`src/rtl/alu_script_driver_pkg.sv`:
```
// Shared encodings for the ALU script driver: FSM states, switch-bus
// phases and the saturating counter helper.
package alu_script_driver_pkg;

  typedef enum logic [2:0] {
    ST_IDLE     = 3'd0,
    ST_FETCH    = 3'd1,
    ST_PRESENT  = 3'd2,
    ST_STROBE   = 3'd3,
    ST_HOLD     = 3'd4,
    ST_WAIT_RES = 3'd5,
    ST_CHECK    = 3'd6,
    ST_DONE     = 3'd7
  } state_e;

  // Which field of the current entry is on the switch bus.
  localparam logic [1:0] PH_OP = 2'd0;
  localparam logic [1:0] PH_A  = 2'd1;
  localparam logic [1:0] PH_B  = 2'd2;

  // Pass/fail counters stop here instead of wrapping.
  localparam logic [7:0] CNT_SAT = 8'hFF;

  function automatic logic [7:0] sat_inc(input logic [7:0] v);
    return (v == CNT_SAT) ? v : v + 8'd1;
  endfunction

endpackage

```
`src/rtl/alu_script_driver_script_delay_counter.sv`:
```
// Loadable down-counter with a zero flag. Loading N-1 makes the flag rise
// after N cycles; once at zero the count stays there.
module script_delay_counter #(
  parameter int W = 3
) (
  input  logic         clk_i,
  input  logic         rst_i,
  input  logic         load_i,
  input  logic [W-1:0] load_val_i,
  output logic         zero_o
);

  logic [W-1:0] cnt_q;
  logic [W-1:0] cnt_d;

  // Next count: load wins, otherwise count down and park at zero.
  always_comb begin
    cnt_d = cnt_q;
    if (load_i) begin
      cnt_d = load_val_i;
    end else if (cnt_q != '0) begin
      cnt_d = cnt_q - W'(1);
    end
  end

  // Count register.
  always_ff @(posedge clk_i or posedge rst_i) begin
    if (rst_i) cnt_q <= '0;
    else       cnt_q <= cnt_d;
  end

  assign zero_o = (cnt_q == '0);

endmodule

```
`src/rtl/alu_script_driver.sv`:
```
// Script-driven operator for the ALU keypress/switch load protocol: for each
// ROM entry it presents opcode, A and B with one enter strobe each, then
// compares the ALU result register against the expected value.
module alu_script_driver
  import alu_script_driver_pkg::*;
#(
  parameter int ENTRY_COUNT = 8,
  parameter int ADDR_W      = 3,
  parameter int GAP_CYCLES  = 4,
  parameter int RESULT_WAIT = 3
) (
  input  logic              CLOCK_50,
  input  logic              reset,
  input  logic              start,
  output logic [ADDR_W-1:0] entry_addr,
  input  logic [3:0]        entry_opcode,
  input  logic [7:0]        entry_a,
  input  logic [7:0]        entry_b,
  input  logic [15:0]       entry_expected,
  input  logic [15:0]       result_in,
  output logic [7:0]        sw_data,
  output logic              enter,
  output logic              busy,
  output logic              done,
  output logic [7:0]        pass_count,
  output logic [7:0]        fail_count,
  output logic [ADDR_W-1:0] first_fail
);

  localparam int DLY_MAX = (GAP_CYCLES > RESULT_WAIT) ? GAP_CYCLES : RESULT_WAIT;
  localparam int DLY_W   = $clog2(DLY_MAX) + 1;
  localparam logic [ADDR_W-1:0] LAST_ADDR = ADDR_W'(ENTRY_COUNT - 1);
  localparam logic [DLY_W-1:0]  GAP_LOAD  = DLY_W'(GAP_CYCLES - 1);
  localparam logic [DLY_W-1:0]  WAIT_LOAD = DLY_W'(RESULT_WAIT - 1);

  state_e             state_q, state_d;
  logic [1:0]         phase_q, phase_d;
  logic [ADDR_W-1:0]  addr_q, addr_d;
  logic [3:0]         op_q, op_d;
  logic [7:0]         a_q, a_d;
  logic [7:0]         b_q, b_d;
  logic [15:0]        exp_q, exp_d;
  logic [7:0]         pass_q, pass_d;
  logic [7:0]         fail_q, fail_d;
  logic [ADDR_W-1:0]  first_q, first_d;
  logic               done_q, done_d;

  logic               dly_load;
  logic [DLY_W-1:0]   dly_val;
  logic               dly_zero;

  script_delay_counter #(.W(DLY_W)) u_delay (
    .clk_i      (CLOCK_50),
    .rst_i      (reset),
    .load_i     (dly_load),
    .load_val_i (dly_val),
    .zero_o     (dly_zero)
  );

  // Next-state, entry latching, scoring and delay-counter loads.
  always_comb begin
    state_d  = state_q;
    phase_d  = phase_q;
    addr_d   = addr_q;
    op_d     = op_q;
    a_d      = a_q;
    b_d      = b_q;
    exp_d    = exp_q;
    pass_d   = pass_q;
    fail_d   = fail_q;
    first_d  = first_q;
    done_d   = done_q;
    dly_load = 1'b0;
    dly_val  = '0;
    unique case (state_q)
      ST_IDLE, ST_DONE: begin
        if (start) begin
          pass_d  = 8'd0;
          fail_d  = 8'd0;
          first_d = '0;
          done_d  = 1'b0;
          addr_d  = '0;
          state_d = ST_FETCH;
        end
      end
      ST_FETCH: begin
        op_d     = entry_opcode;
        a_d      = entry_a;
        b_d      = entry_b;
        exp_d    = entry_expected;
        phase_d  = PH_OP;
        dly_load = 1'b1;
        dly_val  = GAP_LOAD;
        state_d  = ST_PRESENT;
      end
      ST_PRESENT: begin
        if (dly_zero) state_d = ST_STROBE;
      end
      ST_STROBE: begin
        dly_load = 1'b1;
        dly_val  = GAP_LOAD;
        state_d  = ST_HOLD;
      end
      ST_HOLD: begin
        if (dly_zero) begin
          dly_load = 1'b1;
          if (phase_q == PH_B) begin
            dly_val = WAIT_LOAD;
            state_d = ST_WAIT_RES;
          end else begin
            dly_val = GAP_LOAD;
            phase_d = phase_q + 2'd1;
            state_d = ST_PRESENT;
          end
        end
      end
      ST_WAIT_RES: begin
        if (dly_zero) state_d = ST_CHECK;
      end
      ST_CHECK: begin
        if (result_in == exp_q) begin
          pass_d = sat_inc(pass_q);
        end else begin
          fail_d = sat_inc(fail_q);
          if (fail_q == 8'd0) first_d = addr_q;
        end
        if (addr_q == LAST_ADDR) begin
          done_d  = 1'b1;
          state_d = ST_DONE;
        end else begin
          addr_d  = addr_q + ADDR_W'(1);
          state_d = ST_FETCH;
        end
      end
      default: state_d = ST_IDLE;
    endcase
  end

  // State and datapath registers; reset aborts any run in progress.
  always_ff @(posedge CLOCK_50 or posedge reset) begin
    if (reset) begin
      state_q <= ST_IDLE;
      phase_q <= PH_OP;
      addr_q  <= '0;
      op_q    <= 4'd0;
      a_q     <= 8'd0;
      b_q     <= 8'd0;
      exp_q   <= 16'd0;
      pass_q  <= 8'd0;
      fail_q  <= 8'd0;
      first_q <= '0;
      done_q  <= 1'b0;
    end else begin
      state_q <= state_d;
      phase_q <= phase_d;
      addr_q  <= addr_d;
      op_q    <= op_d;
      a_q     <= a_d;
      b_q     <= b_d;
      exp_q   <= exp_d;
      pass_q  <= pass_d;
      fail_q  <= fail_d;
      first_q <= first_d;
      done_q  <= done_d;
    end
  end

  // Switch bus carries the current phase's field only while presenting.
  always_comb begin
    sw_data = 8'h00;
    if (state_q == ST_PRESENT || state_q == ST_STROBE || state_q == ST_HOLD) begin
      case (phase_q)
        PH_OP:   sw_data = {4'b0000, op_q};
        PH_A:    sw_data = a_q;
        PH_B:    sw_data = b_q;
        default: sw_data = 8'h00;
      endcase
    end
  end

  assign enter      = (state_q == ST_STROBE);
  assign busy       = (state_q != ST_IDLE) && (state_q != ST_DONE);
  assign done       = done_q;
  assign entry_addr = addr_q;
  assign pass_count = pass_q;
  assign fail_count = fail_q;
  assign first_fail = first_q;

endmodule

```
`config.mk`:
```
export PLATFORM = sky130hd
export DESIGN_NAME = alu_script_driver
export DESIGN_NICKNAME = d
export VERILOG_FILES = /design/src/rtl/alu_script_driver_pkg.sv /design/src/rtl/alu_script_driver_script_delay_counter.sv /design/src/rtl/alu_script_driver.sv
export SDC_FILE = /design/constraint.sdc
export NUM_CORES = 1
export LEC_CHECK = 0
export ABC_AREA = 1
export CORE_MARGIN = 2
export CORE_UTILIZATION = 44
export DETAILED_ROUTE_END_ITERATION = 10
export GPL_TIMING_DRIVEN = 0
export PLACE_DENSITY = 0.83
export RECOVER_POWER = 100
export SLEW_MARGIN = 10
export SYNTH_ARGS = -nofsm -noshare
export SYNTH_HDL_FRONTEND = slang
export SYNTH_SLANG_ARGS = --single-unit
export TNS_END_PERCENT = 1
```
`constraint.sdc`:
```
create_clock -name CLOCK_50 -period 2.9 [get_ports CLOCK_50]
set_clock_uncertainty 0.2 [all_clocks]
set_input_delay 0.58 -clock CLOCK_50 [delete_from_list [all_inputs] [get_ports CLOCK_50]]
set_output_delay 0.58 -clock CLOCK_50 [all_outputs]
set_load 0.02 [all_outputs]
```
==> flow_summary.toml <==
[power_and_ir_drop]
p_leak_nw = 2.54
internal-power_w = 0.00215
p_sw_w = 0.00160
ir_worst_vdd_uv = 411
switching_share_pct = 42.8
power.total_w = 0.00375
p_seq_share_pct = 39.0
power.density_nw_per_um2 = 764
comb_power_share_pct = 42.2
clkPwrFrac_pct = 18.7

[route]
viasPerCell = 5.06
wl_met2_um = 4550
drtIter0Drc = 114
routed_wl_um = 9230
drt-met1-wl_um = 4020
wl_met3_um = 499
top_layer = "met4"
vias = 3739
ant_nets = 0
routedWlPerCell_um = 12.5
drc = 0
drtPass1Iterations = 4

[setup_path]
cp.arrival_ns = 1.92
reg2reg_setup_slack_ns = 0.73
cp_max_fo = 8
worstSetupStartpointType = "flip-flop"
worstSetupPathType = "reg2out"
end_kind = "primary output"
worst_ep_required_time_ns = 2.12
worstRegToRegCells = 9

[synthesis]
synth_top_family_by_area = "simple AND/OR/NAND/NOR gates"
syn_area_um2 = 3790
ys_seq_elements = 67
yosys_most_used_dff = "dfrtp_1"
synth-simple-area-share_pct = 35.1
syn_area_per_cell_um2 = 7.15
postSynth.asyncResetShare_pct = 100
syn_nets = 596
yosys_warnings = 0
synthAdderAreaFrac_pct = 3.63
synth.area.mux_share_pct = 0
synth_cells = 530
synth-xor-area-share_pct = 1.62
synth_edf_count = 0
yosysSeqAreaShare_pct = 44.3
synth-compound-area-share_pct = 7.10
synth_cell_types = 33

[sta]
hold_viol = 0
setup_ws_ns = 0.205
max_freq_ghz = 0.371
fin_crit_sh_pct = 92.9
grt_setup_unrepaired = "no"
worstMarginPinSlew_ns = 1.10
maxSlewHeadroom_pct = 26.4
setup_viol = 0
drv_slew = 0
min_period_ns = 2.70

[die]
coreArea_um2 = 8300
dieArea_um2 = 9370
io_pins = 88
die_x_um = 96.8
start_util_pct = 45.7
dieHeight_um = 96.8
rows = 33

[clocking]
clock_path_buffers = 2
clockRootBuffer = "clkbuf_8"
cts_buffers = 9
hold_buffers = 0
cts_num_sinks = 67
cts_htree_levels = 3
post_cts_buffers = 0
cts_tree = "yes"
worstSkewPairLatency_ns = 0.34
clkTransAtPathRegs_ns = 0.08

[cells_and_area]
fin_util_pct = 59.2
mostFrequentLayoutCell = "nand2_1"
final_area_um2 = 4910
final_cell_mix = "214 x nand2_1, 67 x dfrtp_1, 60 x inv_1"
syn_to_final_growth_pct = 29.7
nNetsFinal = 695
drive_gt1_share_pct = 4.89
fillers = 789
antenna_cells = 0

[run]
maxCapViolations = 0

[placement]
port_buffers = 87
dpl.hpwl_um = 7020
gp_congestion = 0.885
dpl_cell_area_um2 = 4810
place_ws_ns = 0.109

[hold_path]
holdPathStages = 2
hold_class = "reg2reg"

[grt]
overflow = 0
grt_pass1_vias = 3667
antenna_found_initial = 0
grt_max_degree = 44
grt_pass1_wl_um = 16000
grt_usage_pct = 20.6

[outcome]
status = "completed"
## cell families (layout without fill, tap and decap cells)
| logic type | after synthesis | count (layout) |
|---|---|---|
| xor+xnor | 7 | 7 |
| fa+ha+maj | 11 | 11 |
| buf+inv | 78 | 182 |
| simple gates | 317 | 317 |
| compound gates | 50 | 50 |
| flops | 67 | 67 |
## repair_timing
item	CTS	global route
gates cloned	0	0
gates resized for setup	9	20
endpoints found under the setup margin	8	8
## critical path, stage by stage, from the launching register on
cell	delay, ns
dfrtp_1	0.35
buf_6	0.13
inv_1	0.07
nor2_2	0.15
nand2_1	0.13
inv_1	0.17
o21bai_4	0.11
a21oi_1	0.14
dlygate4sd2_1	0.34
## metal layers
layer / up-vias / global-route usage (%)
li1: 1864 / -
met1: 1750 / 25.5
met2: 110 / 35.8
met3: 15 / 3.61
met4: 0 / 7.69
met5: - / 0
## final cells by class
| class | count | area [µm²] | share of cell area (%) |
|---|---|---|---|
| Multi-Input combinational cell | 385 | 1780 | 36.3 |
| Sequential cell | 67 | 1680 | 34.1 |
| Timing Repair Buffer | 88 | 833 | 17.0 |
| Inverter | 63 | 239 | 4.86 |
| Tap cell | 105 | 131 | 2.67 |
| Clock buffer | 9 | 124 | 2.52 |
| Buffer | 15 | 72.6 | 1.48 |
| Clock inverter | 7 | 53.8 | 1.09 |
## state kept, by name, indices dropped and copies added, names as in the netlist
register and count:
a_q 8, b_q 8, done 1, entry_addr 3
exp_q 16, fail_count 8, first_fail 3, op_q 4
pass_count 8, phase_q 2, state_q 3, u_delay.cnt_q 3
## per-stage QoR
stage | hold WS (ns) | TNS, ns | std cells
2_1_floorplan | 0.249 | 0 | 530
3_3_place_gp | 0.262 | -47.08 | 722
3_5_place_dp | 0.265 | 0 | 723
4_1_cts | 0.285 | 0 | 739
5_1_grt | 0.297 | 0 | 739
6_report | 0.286 | 0 | 739
## synthesized netlist by cell type (2+ instances only)
cell | count | share of area, %
nor3b_1 | 2 | 0.40
buf_2 | 8 | 1.1
xor2_1 | 4 | 0.92
o21ai_0 | 30 | 4.0
a31oi_1 | 4 | 0.66
ha_1 | 11 | 3.6
xnor2_1 | 3 | 0.69
nand3_1 | 24 | 3.2
inv_1 | 61 | 6.0
a21oi_1 | 12 | 1.6
dfrtp_1 | 67 | 44
clkbuf_1 | 4 | 0.40
nand2_1 | 214 | 21
nor3_1 | 6 | 0.79
nand4_1 | 15 | 2.5
nor2_1 | 46 | 4.6
nand3_2 | 3 | 0.79
## power groups by stage
stage	Combinational [W]	Clock, W	Sequential (W)
4_1_cts	0.00164	0.000717	0.00147
3_5_place_dp	0.00165	0	0.00148
3_3_place_gp	0.00158	0	0.00146
6_report	0.00158	0.000703	0.00146
2_1_floorplan	0.00110	0	0.00147
5_1_grt	0.00182	0.000758	0.00150
## worst paths after layout
| path | from | end |
|---|---|---|
| worst min register to register | op_q[0] | op_q[0] |
| max in group asynchronous | reset | pass_count[4] |
| worst max-delay path | state_q[2] | sw_data[7] |
| worst max register to register | state_q[0] | pass_count[3] |
| min in group asynchronous | reset | b_q[4] |
| worst min-delay path | op_q[0] | op_q[0] |
Note: power is estimated with default switching activity, not from simulation.
